File: src/rtl/mem_access_unit.sv
// Load/store sequencer in front of a word-only data memory: sub-word load extraction, RMW sub-word stores, faults.
// Loads and SW take 1 cycle with the result registered. SB/SH take 2 cycles and hold stall high in the first.
module mem_access_unit #(
   parameter logic [31:0] MEM_BASE = 32'h0000_0000,
   parameter int unsigned MEM_SIZE = 1024
) (
   input  logic        clk,
   input  logic        rst,
   input  logic        req_valid,
   input  logic        req_write,
   input  logic [2:0]  req_funct3,
   input  logic [31:0] req_addr,
   input  logic [31:0] req_wdata,
   input  logic [4:0]  req_rd,
   output logic        stall,
   output logic        mem_read,
   output logic        mem_write,
   output logic [31:0] mem_addr,
   output logic [31:0] mem_wdata,
   input  logic [31:0] mem_rdata,
   output logic        resp_valid,
   output logic [31:0] resp_rdata,
   output logic [4:0]  resp_rd,
   output logic        fault_valid,
   output logic [1:0]  fault_cause,
   output logic [31:0] fault_addr
);
   localparam logic [31:0] MEM_LIMIT = 32'(MEM_SIZE);

   typedef enum logic [0:0] {IDLE, RMW_WR} state_t;

   typedef struct packed {
      logic [31:0] word;
      logic [31:0] addr;
      logic [15:0] wdata;
      logic        half;
   } rmw_t;

   state_t      state_q, state_d;
   rmw_t        rmw_q, rmw_d;
   logic        resp_valid_q, resp_valid_d;
   logic [31:0] resp_rdata_q, resp_rdata_d;
   logic [4:0]  resp_rd_q, resp_rd_d;
   logic        fault_valid_q, fault_valid_d;
   logic [1:0]  fault_cause_q, fault_cause_d;
   logic [31:0] fault_addr_q, fault_addr_d;

   logic        illegal, misaligned, in_range;
   logic [32:0] offset;
   logic [7:0]  ld_byte;
   logic [15:0] ld_half;
   logic [31:0] ld_ext;
   logic [31:0] merged;

   always_comb begin
      illegal    = (req_funct3 == 3'b011) || (req_funct3[2] && (req_write || req_funct3[1]));
      misaligned = ((req_funct3[1:0] == 2'b01) && req_addr[0]) ||
                   ((req_funct3 == 3'b010) && (req_addr[1:0] != 2'b00));
      // 33-bit difference: the borrow bit catches addresses below the base.
      offset     = {1'b0, req_addr} - {1'b0, MEM_BASE};
      in_range   = !offset[32] && (offset[31:0] < MEM_LIMIT);

      case (req_addr[1:0])
         2'd0:    ld_byte = mem_rdata[7:0];
         2'd1:    ld_byte = mem_rdata[15:8];
         2'd2:    ld_byte = mem_rdata[23:16];
         default: ld_byte = mem_rdata[31:24];
      endcase
      ld_half = req_addr[1] ? mem_rdata[31:16] : mem_rdata[15:0];
      case (req_funct3)
         3'b000:  ld_ext = {{24{ld_byte[7]}}, ld_byte};
         3'b001:  ld_ext = {{16{ld_half[15]}}, ld_half};
         3'b100:  ld_ext = {24'h0, ld_byte};
         3'b101:  ld_ext = {16'h0, ld_half};
         default: ld_ext = mem_rdata;
      endcase

      merged = rmw_q.word;
      if (rmw_q.half) begin
         if (rmw_q.addr[1]) merged[31:16] = rmw_q.wdata;
         else               merged[15:0]  = rmw_q.wdata;
      end else begin
         case (rmw_q.addr[1:0])
            2'd0:    merged[7:0]   = rmw_q.wdata[7:0];
            2'd1:    merged[15:8]  = rmw_q.wdata[7:0];
            2'd2:    merged[23:16] = rmw_q.wdata[7:0];
            default: merged[31:24] = rmw_q.wdata[7:0];
         endcase
      end
   end

   always_comb begin
      state_d       = state_q;
      rmw_d         = rmw_q;
      stall         = 1'b0;
      mem_read      = 1'b0;
      mem_write     = 1'b0;
      mem_addr      = {req_addr[31:2], 2'b00};
      mem_wdata     = req_wdata;
      resp_valid_d  = 1'b0;
      resp_rdata_d  = 32'h0;
      resp_rd_d     = 5'h0;
      fault_valid_d = 1'b0;
      fault_cause_d = 2'b00;
      fault_addr_d  = 32'h0;

      if (!rst) begin
         case (state_q)
            IDLE: begin
               if (req_valid) begin
                  if (illegal || misaligned || !in_range) begin
                     fault_valid_d = 1'b1;
                     fault_addr_d  = req_addr;
                     fault_cause_d = illegal ? 2'b11 : (misaligned ? 2'b01 : 2'b10);
                  end else if (!req_write) begin
                     mem_read     = 1'b1;
                     resp_valid_d = 1'b1;
                     resp_rdata_d = ld_ext;
                     resp_rd_d    = req_rd;
                  end else if (req_funct3 == 3'b010) begin
                     mem_write = 1'b1;
                  end else begin
                     stall    = 1'b1;
                     mem_read = 1'b1;
                     rmw_d    = '{word: mem_rdata, addr: req_addr,
                                  wdata: req_wdata[15:0], half: req_funct3[0]};
                     state_d  = RMW_WR;
                  end
               end
            end
            RMW_WR: begin
               // The held request is the same store; it is not re-examined.
               mem_write = 1'b1;
               mem_addr  = {rmw_q.addr[31:2], 2'b00};
               mem_wdata = merged;
               state_d   = IDLE;
            end
            default: state_d = IDLE;
         endcase
      end
   end

   always_ff @(posedge clk) begin
      if (rst) begin
         state_q       <= IDLE;
         rmw_q         <= '0;
         resp_valid_q  <= 1'b0;
         resp_rdata_q  <= 32'h0;
         resp_rd_q     <= 5'h0;
         fault_valid_q <= 1'b0;
         fault_cause_q <= 2'b00;
         fault_addr_q  <= 32'h0;
      end else begin
         state_q       <= state_d;
         rmw_q         <= rmw_d;
         resp_valid_q  <= resp_valid_d;
         resp_rdata_q  <= resp_rdata_d;
         resp_rd_q     <= resp_rd_d;
         fault_valid_q <= fault_valid_d;
         fault_cause_q <= fault_cause_d;
         fault_addr_q  <= fault_addr_d;
      end
   end

   assign resp_valid  = resp_valid_q;
   assign resp_rdata  = resp_rdata_q;
   assign resp_rd     = resp_rd_q;
   assign fault_valid = fault_valid_q;
   assign fault_cause = fault_cause_q;
   assign fault_addr  = fault_addr_q;
endmodule

File: config.mk
export PLATFORM = sky130hd
export DESIGN_NAME = mem_access_unit
export DESIGN_NICKNAME = d
export VERILOG_FILES = /design/src/rtl/mem_access_unit.sv
export SDC_FILE = /design/constraint.sdc
export NUM_CORES = 1
export LEC_CHECK = 0
export CAP_MARGIN = 10
export CORE_MARGIN = 5
export CORE_UTILIZATION = 25
export DETAILED_ROUTE_END_ITERATION = 7
export GPL_ROUTABILITY_DRIVEN = 0
export PLACE_DENSITY_LB_ADDON = 0.15
export SYNTH_ARGS = -nofsm -noshare
export SYNTH_HDL_FRONTEND = slang
export SYNTH_SLANG_ARGS = --single-unit
File: constraint.sdc
create_clock -name clk -period 2.25 [get_ports clk]
set_clock_uncertainty 0.05 [all_clocks]
set_input_delay 0.225 -clock clk [delete_from_list [all_inputs] [get_ports clk]]
set_output_delay 0.225 -clock clk [all_outputs]
set_load 0.005 [all_outputs]
==> summary.md <==
| Metric | Value |
|---|---|
| Complex-gate fraction of the synthesized area | `10.2%` |
| CP max stage delay | `0.45 ns` |
| Mapped cell area | `7150 sq um` |
| Non-filler cells in the finished layout | `1454` |
| Power Density | `576 nW/um^2` |
| Via Count | `about 6.3k` |
| Final nets | `1171` |
| CP Cell Sequence | `clkdlybuf4s50_1 > nor4_2 > and4_4 > nand3_2 > buf_4 > a311oi_2 > buf_2` |
| CTS tree | `done` |
| Simple-gate share of the synthesized area | `about a quarter` |
| Drt via density | `approximately 4.3` |
| Maximum vdd ir drop | `roughly 0.45 mV` |
| Reg clk slew, reported paths | `0.07 ns` |
| FF+latch count, synth | `155` |
| Drt pass-1 iters | `4` |
| H-tree levels | `4` |
| Layout area overhead | `58.7%` |
| Ys Warns | `0` |
| Post-Syn Area per Cell | `9.28 sq um` |
| CP Capture Type | `output pin` |
| Die area | `between 30000 and 40000 sq um` |
| Ys async rst share | `0%` |
| Post-synth top flop | `dfxtp_1` |
| Logic pwr share | `between 10% and 20%` |
| Chip height | `179 microns` |
| Number of core rows | `61` |
| First-pass GRT wire length | `38100 microns` |
| Aggregate routed wire length | `25400 microns` |
| HPWL after detailed placement | `18900 microns` |
| Data arrival time of the worst path | `1.92 ns` |
| Fill cell count | `2833` |
| Reg area | `slightly above 3000 sq um` |
| Largest net degree at the start of global routing | `76` |
| TritonCTS Buffers | `17` |
| Register area share after synthesis | `43.4%` |
| Total grt overflow | `0` |
| Dpl cells | `1407` |
| Wire per inst | `~17 microns` |
| Final instance area | `11300 sq um` |
| Slew margin rel. | `54.0%` |
| Synth Area in XOR/XNOR | `0%` |
| Io pins | `approximately 250` |
| Max clock buf depth | `2` |
| DRT antenna net count | `0` |
| Multi-input gate area | `3810 sq um` |
| CTS root buf | `clkbuf_16` |
| Overall Power | `6.53 mW` |
| R2R Setup Slk | `between 0.2 and 0.3 ns` |
| P_int | `between 4 and 5 mW` |
| Post-synth EDFFs | `0` |
| Final period utilization | `97.3%` |
| Worst hold slack | `around 0.12 ns` |
| Dpl cell area | `10500 sq um` |
| Initial Util | `between 20% and 30%` |
| Number of buffers inserted by port buffering | `245` |
| Clock power share | `45.4%` |
| CP Max Fanout | `3` |
| Minimum clock period | `2.19 ns` |
| Vias in the first global route | `6349` |
| Post-synthesis adder-cell area fraction | `0%` |
| Data required, critical path | `1.98 ns` |
| Total GRT Usage | `between 15 and 20%` |
| Register share of total power | `a little over two fifths` |
| Layout Utilization | `40.5%` |
| Synth Instances | `770` |
| Horiz. Die Dim | `179 microns` |
| Status | `finished, final reports clean` |
| Sw frac | `approximately 25%` |
| Crit path kind | `input pin to output pin` |
| Largest family of logic cells by synthesized area | `simple AND/OR/NAND/NOR gates` |
| HP Class | `input pin to register` |
| Placeable core region | `around 28000 sq um` |
| Endpoints failing hold | `0` |
| # diodes | `0` |
| Count of cell types in the netlist | `48` |
| Max Cap Viol | `0` |
| # DRC | `0` |
| Sw Pwr | `between 1.5 and 2 mW` |
| Clk_lat worst skew | `0.42 ns` |
| Multiplexer area fraction after synthesis | `16.5%` |
| Worst Setup Start Kind | `input pin` |
| Worst path slowest cell | `clkdlybuf4s50_1` |
| Clock sink count | `155` |
| Final setup fails | `0` |
| Initial antenna violation count | `1` |
| Worst-Margin Slew | `0.689 ns` |
| Layout cells sized above 1 | `16.4%` |
| Highest Clock Rate | `0.457 GHz` |
| Detailed Route Iter0 Violations | `213` |
| LEAKAGE | `between 4 and 5 nW` |
| Slew Limit Fails | `0` |
-- sequential cells by signal, summed over array words and instances (netlist names) --
| name | flops |
|---|---|
| state_q | 1 |
| fault_valid | 1 |
| resp_rd | 5 |
| fault_cause | 2 |
| rmw_q | 81 |
| resp_valid | 1 |
| fault_addr | 32 |
| resp_rdata | 32 |
-- metrics by stage --
| step | TNS [ns] | setup slack, ns |
|---|---|---|
| floorplan | 0 | 0.537 |
| global placement | -11.94 | -0.393 |
| detailed placement | -17.72 | -0.540 |
| CTS | -0.0247 | -0.00603 |
| global route | -0.00993 | -0.00487 |
| finish | 0 | 0.0597 |
-- placed cells by master (no fill, tap or decap), types with 18 or more instances in the layout --
cell type | netlist | final
dfxtp_1 | 155 | 153
buf_4 | 3 | 68
mux2i_1 | 84 | 82
nor3b_1 | 32 | 30
clkdlybuf4s50_1 | 0 | 189
dlymetal6s2s_1 | 0 | 21
clkbuf_16 | 0 | 18
o21ai_0 | 62 | 48
nand2b_1 | 120 | 119
and2_1 | 32 | 32
mux2_2 | 30 | 30
nor3_1 | 20 | 20
nand2_1 | 50 | 50
dlygate4sd2_1 | 0 | 31
nor2b_1 | 25 | 25
-- final cells by class --
class / instances / share of cell area [%]
Inverter: 11 / 0.364
Clock inverter: 14 / 1.40
Tap cell: 378 / 4.17
Sequential cell: 155 / 27.4
Timing Repair Buffer: 332 / 29.2
Clock buffer: 18 / 3.78
Multi-Input combinational cell: 546 / 33.6
-- final timing paths --
kind	start	depth (start not counted)	to
setup / recovery	req_addr[12]	7	mem_read
hold / removal	req_addr[28]	3	fault_addr[28]
setup reg to reg	state_q	7	resp_rdata[12]
hold reg to reg	rmw_q[26]	2	rmw_q[26]
-- power by group through the flow --
stage	Sequential [mW]	Clock [mW]	Combinational, mW
3_5_place_dp	2.84	0	0.820
4_1_cts	2.77	3.09	0.807
3_3_place_gp	2.84	0	0.819
6_report	2.77	2.97	0.789
2_1_floorplan	2.84	0	0.273
5_1_grt	2.77	3.19	0.858
-- kinds of logic (layout without fill, tap and decap cells) --
group,count (synthesis),in the layout
AO/OA/AOI/OAI,120,120
buffers and inverters,71,375
flip-flops,155,155
multiplexers,114,114
other,1,2
AND/OR/NAND/NOR,309,310
-- synth_stat cells, drive strengths merged, types with 20 or more instances --
library cell  instances  area (sq um)
mux2                 30           338
o21ai                64           324
nor3                 20           100
nand2b              120           751
buf                  24           159
and2                 32           200
clkbuf               36           135
mux2i                84           841
nor3b                32           240
dfxtp               155          3100
nand2                50           188
nor2b                25           156
-- worst max-delay path: cells and delay by family --
kind,cells,cell delay [ns]
buffers and inverters,3,0.76
AND/OR/NAND/NOR,3,0.70
AO/OA/AOI/OAI,1,0.23
-- layer usage --
| layer | routed length, microns | up-vias | global-route usage (%) |
|---|---|---|---|
| met5 | 7 | - | 0 |
| met4 | 296 | 2 | 3.68 |
| met3 | 1660 | 21 | 4.51 |
| met2 | 11200 | 155 | 23.6 |
| met1 | 12300 | 2912 | 21.9 |
| li1 | - | 3206 | - |
-- what timing repair did --
action | CTS | global route
endpoints found under the setup margin | 59 | 29
pin swaps | 5 | 1
gates resized for setup | 78 | 28
endpoints found under the hold margin | 1 | 0
hold buffers | 1 | 0
setup buffers | 5 | 7
gates cloned | 1 | 1
No activity file was read; power rests on OpenSTA's default activity.
